`config.mk`:
```
export PLATFORM = sky130hd
export DESIGN_NAME = median_window_feeder_flat
export DESIGN_NICKNAME = d
export VERILOG_FILES = /design/src/rtl/median_window_feeder_if.sv /design/src/rtl/median_window_feeder.sv /design/src/flat_wrapper.sv
export SDC_FILE = /design/constraint.sdc
export NUM_CORES = 1
export LEC_CHECK = 0
export CORE_ASPECT_RATIO = 0.8
export CORE_UTILIZATION = 40
export DETAILED_ROUTE_END_ITERATION = 10
export PLACE_DENSITY_LB_ADDON = 0.2
export SLEW_MARGIN = 30
export SYNTH_ARGS = -nofsm -noshare
export SYNTH_HDL_FRONTEND = slang
export SYNTH_SLANG_ARGS = --single-unit
```
`constraint.sdc`:
```
create_clock -name clk -period 10.17 [get_ports clk]
set_input_delay 1.5255 -clock clk [delete_from_list [all_inputs] [get_ports clk]]
set_output_delay 1.5255 -clock clk [all_outputs]
set_load 0.05 [all_outputs]
```
`src/rtl/median_window_feeder_if.sv`:
```
// Valid/ready word stream, used both for the incoming sample stream and
// for the outgoing median stream of the median window feeder.
interface median_window_feeder_if #(
    parameter int WIDTH = 32
);
    logic             valid;
    logic             ready;
    logic [WIDTH-1:0] data;

    modport master (output valid, output data, input ready);
    modport slave  (input valid, input data, output ready);
endinterface

```
`src/rtl/median_window_feeder.sv`:
```
// Feeds a sliding 3-sample window to an external median filter and returns
// its results, COUNT-2 per frame, on a buffered ready/valid stream.
module median_window_feeder #(
    parameter int WIDTH      = 32,
    parameter int COUNT      = 8533,
    parameter int MED_LAT    = 2,
    parameter int FIFO_DEPTH = 4
) (
    input  logic                   clk,
    input  logic                   rst,
    input  logic                   start,
    output logic                   busy,
    output logic                   done,
    median_window_feeder_if.slave  s,
    output logic [WIDTH-1:0]       win0,
    output logic [WIDTH-1:0]       win1,
    output logic [WIDTH-1:0]       win2,
    input  logic [WIDTH-1:0]       med_in,
    median_window_feeder_if.master m,
    output logic [31:0]            out_count
);

    localparam int SCW = $clog2(COUNT + 1);
    localparam int PW  = (FIFO_DEPTH > 1) ? $clog2(FIFO_DEPTH) : 1;
    localparam int FCW = $clog2(FIFO_DEPTH + 1);
    localparam int IFW = $clog2(MED_LAT + 2);

    typedef enum logic [1:0] {
        IDLE,
        FILL,
        RUN,
        DRAIN
    } state_t;

    state_t           state;
    state_t           state_next;

    logic [SCW-1:0]   samp_cnt;
    logic [MED_LAT:0] vpipe;
    logic [IFW-1:0]   inflight;
    logic [31:0]      occupancy;

    logic [WIDTH-1:0] fifo_mem [FIFO_DEPTH];
    logic [PW-1:0]    wr_ptr;
    logic [PW-1:0]    rd_ptr;
    logic [FCW-1:0]   fifo_count;

    logic             accept;
    logic             issue;
    logic             push;
    logic             pop;
    logic             fifo_empty;
    logic             pipe_empty;
    logic             clear_frame;

    function automatic logic [PW-1:0] next_ptr(input logic [PW-1:0] p);
        return (p == PW'(FIFO_DEPTH - 1)) ? '0 : p + PW'(1);
    endfunction

    assign accept     = s.valid && s.ready;
    assign issue      = accept && (state == RUN);
    assign fifo_empty = (fifo_count == '0);
    assign pipe_empty = (vpipe == '0);
    assign pop        = !fifo_empty && m.ready;
    // vpipe[0] marks the cycle a new window is presented; vpipe[MED_LAT]
    // marks the cycle its median is on med_in.
    assign push       = vpipe[MED_LAT];

    assign m.valid    = !fifo_empty;
    assign m.data     = fifo_mem[rd_ptr];

    always_comb begin
        inflight = '0;
        for (int i = 0; i <= MED_LAT; i++) begin
            inflight = inflight + IFW'(vpipe[i]);
        end
    end

    // Buffered plus in-flight medians never exceed the FIFO, so capture can't overflow.
    assign occupancy = 32'(fifo_count) + 32'(inflight);
    assign s.ready   = (state == FILL) ||
                       ((state == RUN) && (occupancy < 32'(FIFO_DEPTH)));

    always_ff @(posedge clk or posedge rst) begin
        if (rst) begin
            state <= IDLE;
        end else begin
            state <= state_next;
        end
    end

    always_comb begin
        state_next  = state;
        done        = 1'b0;
        clear_frame = 1'b0;
        case (state)
            IDLE: begin
                if (start) begin
                    state_next  = FILL;
                    clear_frame = 1'b1;
                end
            end
            FILL: begin
                if (accept && (samp_cnt == SCW'(1))) begin
                    state_next = RUN;
                end
            end
            RUN: begin
                if (accept && (samp_cnt == SCW'(COUNT - 1))) begin
                    state_next = DRAIN;
                end
            end
            DRAIN: begin
                if (pipe_empty && fifo_empty) begin
                    done       = 1'b1;
                    state_next = IDLE;
                end
            end
            default: begin
                state_next = IDLE;
            end
        endcase
    end

    assign busy = (state != IDLE) && !done;

    always_ff @(posedge clk or posedge rst) begin
        if (rst) begin
            samp_cnt <= '0;
            win0     <= '0;
            win1     <= '0;
            win2     <= '0;
        end else begin
            if (clear_frame) begin
                samp_cnt <= '0;
            end else if (accept) begin
                samp_cnt <= samp_cnt + SCW'(1);
            end
            if (accept) begin
                win0 <= win1;
                win1 <= win2;
                win2 <= s.data;
            end
        end
    end

    always_ff @(posedge clk or posedge rst) begin
        if (rst) begin
            vpipe <= '0;
        end else begin
            vpipe <= {vpipe[MED_LAT-1:0], issue};
        end
    end

    // Storage is cleared too so m_data reads zero straight out of reset.
    always_ff @(posedge clk or posedge rst) begin
        if (rst) begin
            for (int i = 0; i < FIFO_DEPTH; i++) begin
                fifo_mem[i] <= '0;
            end
            wr_ptr     <= '0;
            rd_ptr     <= '0;
            fifo_count <= '0;
        end else begin
            if (push) begin
                fifo_mem[wr_ptr] <= med_in;
                wr_ptr           <= next_ptr(wr_ptr);
            end
            if (pop) begin
                rd_ptr <= next_ptr(rd_ptr);
            end
            case ({push, pop})
                2'b10:   fifo_count <= fifo_count + FCW'(1);
                2'b01:   fifo_count <= fifo_count - FCW'(1);
                default: fifo_count <= fifo_count;
            endcase
        end
    end

    always_ff @(posedge clk or posedge rst) begin
        if (rst) begin
            out_count <= '0;
        end else if (clear_frame) begin
            out_count <= '0;
        end else if (pop) begin
            out_count <= out_count + 32'd1;
        end
    end

endmodule

```
`src/flat_wrapper.sv`:
```
// flat-port wrapper written by rule: the top's interface ports become plain ports
module median_window_feeder_flat 
#(
    parameter int WIDTH      = 32,
    parameter int COUNT      = 8533,
    parameter int MED_LAT    = 2,
    parameter int FIFO_DEPTH = 4
)
  (clk, rst, start, busy, done, win0, win1, win2, med_in, out_count, s_valid, s_data, s_ready, m_valid, m_data, m_ready);
  median_window_feeder_if #(.WIDTH(WIDTH)) s_i ();
  median_window_feeder_if #(.WIDTH(WIDTH)) m_i ();
  input  logic clk;
  input  logic rst;
  input  logic start;
  output logic busy;
  output logic done;
  output logic [WIDTH-1:0] win0;
  output logic [WIDTH-1:0] win1;
  output logic [WIDTH-1:0] win2;
  input  logic [WIDTH-1:0] med_in;
  output logic [31:0] out_count;
  input wire logic [$bits(s_i.valid)-1:0] s_valid;
  input wire logic [$bits(s_i.data)-1:0] s_data;
  output wire logic [$bits(s_i.ready)-1:0] s_ready;
  output wire logic [$bits(m_i.valid)-1:0] m_valid;
  output wire logic [$bits(m_i.data)-1:0] m_data;
  input wire logic [$bits(m_i.ready)-1:0] m_ready;
  assign s_i.valid = s_valid;
  assign s_i.data = s_data;
  assign s_ready = s_i.ready;
  assign m_valid = m_i.valid;
  assign m_data = m_i.data;
  assign m_i.ready = m_ready;
  median_window_feeder #(.WIDTH(WIDTH), .COUNT(COUNT), .MED_LAT(MED_LAT), .FIFO_DEPTH(FIFO_DEPTH)) u_core (.clk(clk), .rst(rst), .start(start), .busy(busy), .done(done), .s(s_i), .win0(win0), .win1(win1), .win2(win2), .med_in(med_in), .m(m_i), .out_count(out_count));
endmodule
```
==> reports/qor.txt, run 1 <==
status: complete, no violations
Post-Syn Instances: 837
Avg WL per Cell: 17.8 um
Worst Setup Path Type: register to output pin
top cell type's share of synthesized area: 58.0%
Resized cells post-CTS: 0
Num CTS Buffers: 29
final worst slack: 5.45 ns
cts hold-fix bufs: 0
Final min period: 4.72 ns
Async S/R FF share, synth: 100%
VDD IR max: 0.278 mV
Max-Cap Viols: 0
DR vias/cell: 5.00
Root Buffer: clkbuf_16
DR pass1 iterations: 4
Filler cells: 2493
f_max: 212 MHz
worst slew pin tran: 0.959 ns
area grow syn2layout: 31.3%
deepest clock path buffer count: 3
GPL Wtd Cong: 0.745
HP Class: register to register
total gr overflow: 0
initial antenna violation count: 0
Slowest Stage Delay on Critical Path: 0.91 ns
Final #Nets: 1156
Synth Cell Area: 0.0122 sq mm
YS warnings: 0
layout cell share with drive strength beyond 1: 30.3%
pwr/cell area: 378 mW/mm^2
antenna-violating nets left: 0
most frequent cells in the layout: 281 x dfrtp_1, 232 x clkdlybuf4s50_1, 225 x mux2_2
most used cell, CP: inv_1
Crit. End Element: output pin
post-synth top area cell: dfrtp_1
first-pass GRT wire length: 43500 um
post-synthesis sequential area ratio: 58.0%
CTS tree: done
die span in x: 197 um
Tcrit/Tclk final: 46.4%
pin count of the biggest net entering global routing: 152
GRT Util Overall: 17.6%
Max Clock Skew: 0.00766 ns
sequential cell area: 0.00706 sq mm
crit path launch type: register
IO Count: 233
RSZ-0062 raised after global routing: no
Core ar.: 0.0296 sq mm
Starting Density: 41.1%
Vias: 7488
final hold violation count: 0
commonest non-fill, non-tap cell in the layout: dfrtp_1
# setup viols final: 0
cells along the critical path: inv_1 -> fa_1 -> inv_1 -> ha_1 -> nand3b_1 -> a31o_2 -> clkdlybuf4s50_1
R2R Setup Slk: 6.83 ns
Rel. slew slack: 36.1%
post-route design area: 0.0160 sq mm
#FFs+latches synth: 282
synth top area cells: dfrtp_1 58%, mux2_2 21%, mux4_2 5.9%
Worst-Skew Late Latency: 0.54 ns
Die ar.: 0.0311 sq mm
die height: 158 um
multi-input logic area: 0.00487 sq mm
CP Data Required Time: 8.64 ns
H-tree depth: 1
Arrival @ worst endpoint: 3.19 ns
DRC errors left: 0
Placed Area: 0.0149 sq mm
number of synthesized flops with an enable pin: 0
Final Core Density: 53.9%
initial DRC count: 299
syn nets: 924
pre-CTS WS: 6.00 ns
DP HPWL: 17000 um
Primary FF master, synth: dfrtp_1
Sinks on Clock Net: 282
clock edge transition at the registers on the reported setup and hold paths: 0.07 ns
Avg Inst Size Synth: 14.5 sq um
Crit-path slowest cell: clkdlybuf4s50_1
final worst hold slack: 0.411 ns
postcts setup bufs: 0
Rows: 56
Max FO, Critical Path: 16
vias in the first global route: 7926
I/O Buffers: 232
Yosys cell types: 44
Leak: 6.75 nW
Setup TNS Final: 0 ns
Slew Viols, Final: 0
WL final: 26600 um
-- path summary, 6_finish.rpt --
check	startpoint	endpoint	cells after the start
max	u_core.fifo_count[0]	s_ready	7
min	u_core.vpipe[0]	u_core.vpipe[1]	0
max reg2reg	u_core.fifo_count[0]	u_core.win2[30]	9
min reg2reg	u_core.vpipe[0]	u_core.vpipe[1]	0
max in group asynchronous	rst	u_core.fifo_mem[8]	3
min in group asynchronous	rst	u_core.out_count[15]	2
-- worst max-delay path, delay by kind of cell (launching register included) --
family,cells,cell delay [ns]
AOI/OAI and AO/OA,1,0.38
adders and majority gates,2,0.63
buffers and inverters,3,1.09
DFF,1,0.45
and+or+nand+nor,1,0.09
-- cells by family (layout without fill, tap and decap cells) --
group	count (synthesis)	count (layout)	share of synthesized area (%)
buffers and inverters	59	312	2.01
multiplexers	259	259	26.9
flip-flops	282	282	58.0
AO/OA/AOI/OAI	20	20	1.16
other	0	1	0
adder cells (fa/ha/maj)	18	18	1.97
AND/OR/NAND/NOR	157	157	6.93
XOR/XNOR	42	42	3.02
-- registers in the layout, indices dropped and copies added, names as in the netlist --
register / count
u_core.fifo_mem: 128
u_core.out_count: 32
u_core.win0: 32
u_core.win1: 32
u_core.win2: 32
u_core.samp_cnt: 14
u_core.fifo_count: 3
u_core.vpipe: 3
u_core.rd_ptr: 2
u_core.state: 2
u_core.wr_ptr: 2
-- per-stage QoR --
stage | std cells | power (mW)
3_5_place_dp | 1444 | 4.91
4_1_cts | 1496 | 6.11
3_3_place_gp | 1444 | 4.88
5_1_grt | 1496 | 6.35
6_report | 1497 | 6.04
2_1_floorplan | 837 | 4.03
-- report_power, final --
part | switching [mW] | internal [mW] | leakage, nW
registers | 0.284 | 1.60 | 3.42
clock network | 0.446 | 0.712 | 0.507
logic | 1.77 | 1.22 | 2.83
-- routing by layer --
metal	up-vias	global-route usage [%]	wire length [um]
met5	-	0	0
met4	0	4.13	549
met3	38	6.97	2400
met2	187	26.2	11500
met1	3808	24.1	12200
li1	3455	-	-
-- synth_stat cells, drive strengths merged (13+ instances only) --
master    n
buf      26
clkbuf   14
dfrtp   282
ha       16
inv      19
mux2    225
mux4     32
nand2    31
nand3    13
nand4    26
nor2     53
xor2     33
-- area by class of cell --
class                      count  area share (%)
sequential                   282            44.2
clock inverter                12            1.22
multi-input combinational    496            30.5
antenna                        1          0.0157
timing repair buffer         241            15.0
inverter                      19           0.525
clock buffer                  40            5.36
tap                          406            3.18
Power figures use the tool's default switching activity.
==> inputs of run 2 (changes only) <==
==> constraint.sdc (replaced) <==
create_clock -name clk -period 4.4 [get_ports clk]
set_input_delay 0.66 -clock clk [delete_from_list [all_inputs] [get_ports clk]]
set_output_delay 0.66 -clock clk [all_outputs]
set_load 0.05 [all_outputs]
==> run 2 against run 1 <==
Combinational power up 130%. Clock power increased by 140%. Clock skew up 0.00073 ns. Clock-buffer cell count grew 4. Worst hold slack lost 0.0052 ns. Global-route usage is 0.12 points lower. Design area up 1.1%. Routed wire length up 1.0%. Non-clock buffer count rose by 8. Critical path depth unchanged. Largest power group unchanged.
==> reports/qor.txt, run 2 (same netlist as run 1, synthesis figures left out) <==
status: complete, no violations
DP HPWL: 17900 um
critical path buffer and inverter count: 3
FF-to-FF path depth: 9
GRT Util Overall: 17.5%
final worst slack: 0.517 ns
Slew Viols, Final: 0
DR vias/cell: 5.00
postcts setup bufs: 0
DR pass1 iterations: 4
Avg WL per Cell: 17.8 um
total gr overflow: 0
Final #Nets: 1165
Final min period: 3.88 ns
Rel. slew slack: 43.6%
clock edge transition at the registers on the reported setup and hold paths: 0.06 ns
Slowest Stage Delay on Critical Path: 0.91 ns
worst setup path endpoint: s_ready
Num CTS Buffers: 30
die height: 158 um
GPL Wtd Cong: 0.771
Rows: 56
WL final: 26900 um
Resized cells post-CTS: 0
deepest clock path buffer count: 3
first-pass GRT wire length: 43300 um
Tcrit/Tclk final: 88.2%
post-route design area: 0.0161 sq mm
HP Class: register to register
most used cell, CP: inv_1
f_max: 258 MHz
multi-input logic area: 0.00487 sq mm
initial antenna violation count: 1
Crit-path slowest cell: clkdlybuf4s50_1
# setup viols final: 0
commonest non-fill, non-tap cell in the layout: dfrtp_1
crit path launch: u_core.vpipe[2]
Sinks on Clock Net: 282
cells along the critical path: inv_1 -> fa_1 -> inv_1 -> ha_1 -> nand3b_1 -> a31o_2 -> clkdlybuf4s50_1
worst slew pin tran: 0.846 ns
Root Buffer: clkbuf_16
CTS tree: done
I/O Buffers: 232
R2R Setup Slk: 1.37 ns
pre-CTS WS: 1.10 ns
Max FO, Critical Path: 16
Core ar.: 0.0296 sq mm
H-tree depth: 1
vias in the first global route: 7766
Arrival @ worst endpoint: 3.22 ns
Die ar.: 0.0311 sq mm
Non-Filler Instances: 1509
most frequent cells in the layout: 281 x dfrtp_1, 232 x clkdlybuf4s50_1, 225 x mux2_2
largest reg by FF count: u_core.fifo_mem
VDD IR max: 0.644 mV
crit path launch type: register
pin count of the biggest net entering global routing: 68
final worst hold slack: 0.406 ns
sequential cell area: 0.00706 sq mm
placed insts: 1451
Crit. End Element: output pin
CP Depth: 7
R2R Path End: u_core.win2[29]
antenna-violating nets left: 0
DRC errors left: 0
Setup TNS Final: 0 ns
Filler cells: 2511
pwr/cell area: 873 mW/mm^2
IO Count: 233
RSZ-0062 raised after global routing: no
final hold violation count: 0
max FFs per register: 128
Worst-Skew Late Latency: 0.56 ns
Leak: 6.85 nW
cts hold-fix bufs: 0
Final Core Density: 54.5%
initial DRC count: 239
Placed Area: 0.0150 sq mm
Max Clock Skew: 0.00839 ns
Max-Cap Viols: 0
Starting Density: 41.1%
Worst Setup Path Type: register to output pin
Crit path max-delay family: buffers and inverters
die span in x: 197 um
area grow syn2layout: 32.7%
Pwr Total: 14.1 mW
Vias: 7551
worst reg2reg startpoint: u_core.vpipe[2]
CP Data Required Time: 3.74 ns
layout cell share with drive strength beyond 1: 30.9%
## run 2: worst min-delay path by stage
stage	start	end	slack, ns	depth (start not counted)
finish	u_core.vpipe[0]	u_core.vpipe[1]	0.41	0
floorplan	u_core.vpipe[0]	u_core.vpipe[1]	0.37	0
global route	u_core.vpipe[0]	u_core.vpipe[1]	0.41	0
detailed placement	u_core.vpipe[0]	u_core.vpipe[1]	0.40	0
global placement	u_core.vpipe[0]	u_core.vpipe[1]	0.39	0
CTS	u_core.vpipe[0]	u_core.vpipe[1]	0.41	0
## run 2: worst register-to-register path: stages, from the launching register on
cell,delay (ns)
dfrtp_1,0.49
inv_1,0.14
fa_1,0.37
inv_1,0.06
ha_1,0.13
nor2_1,0.05
a31o_2,0.38
nand2_4,0.48
buf_4,0.41
mux2_2,0.39
## run 2: layout make-up
cell class | instances | area share [%]
flip-flops and latches | 282 | 43.7
multi-input cells | 496 | 30.2
repair buffers | 249 | 15.6
clock buffers | 44 | 5.66
well taps | 406 | 3.15
clock inverters | 12 | 1.19
inverters | 19 | 0.465
diodes | 1 | 0.0155
## run 2: routing by layer
metal  share of wire [%]  track usage [%]
met5                   0                0
met4                 1.7             3.84
met3                 8.8             6.80
met2                  43             25.5
met1                  46             24.5
## run 2: power by group
group | internal, mW | leakage, nW | switching, mW
registers | 3.70 | 3.42 | 0.710
logic | 2.86 | 2.88 | 4.06
clock network | 1.73 | 0.552 | 1.04
total | 8.28 | 6.85 | 5.81
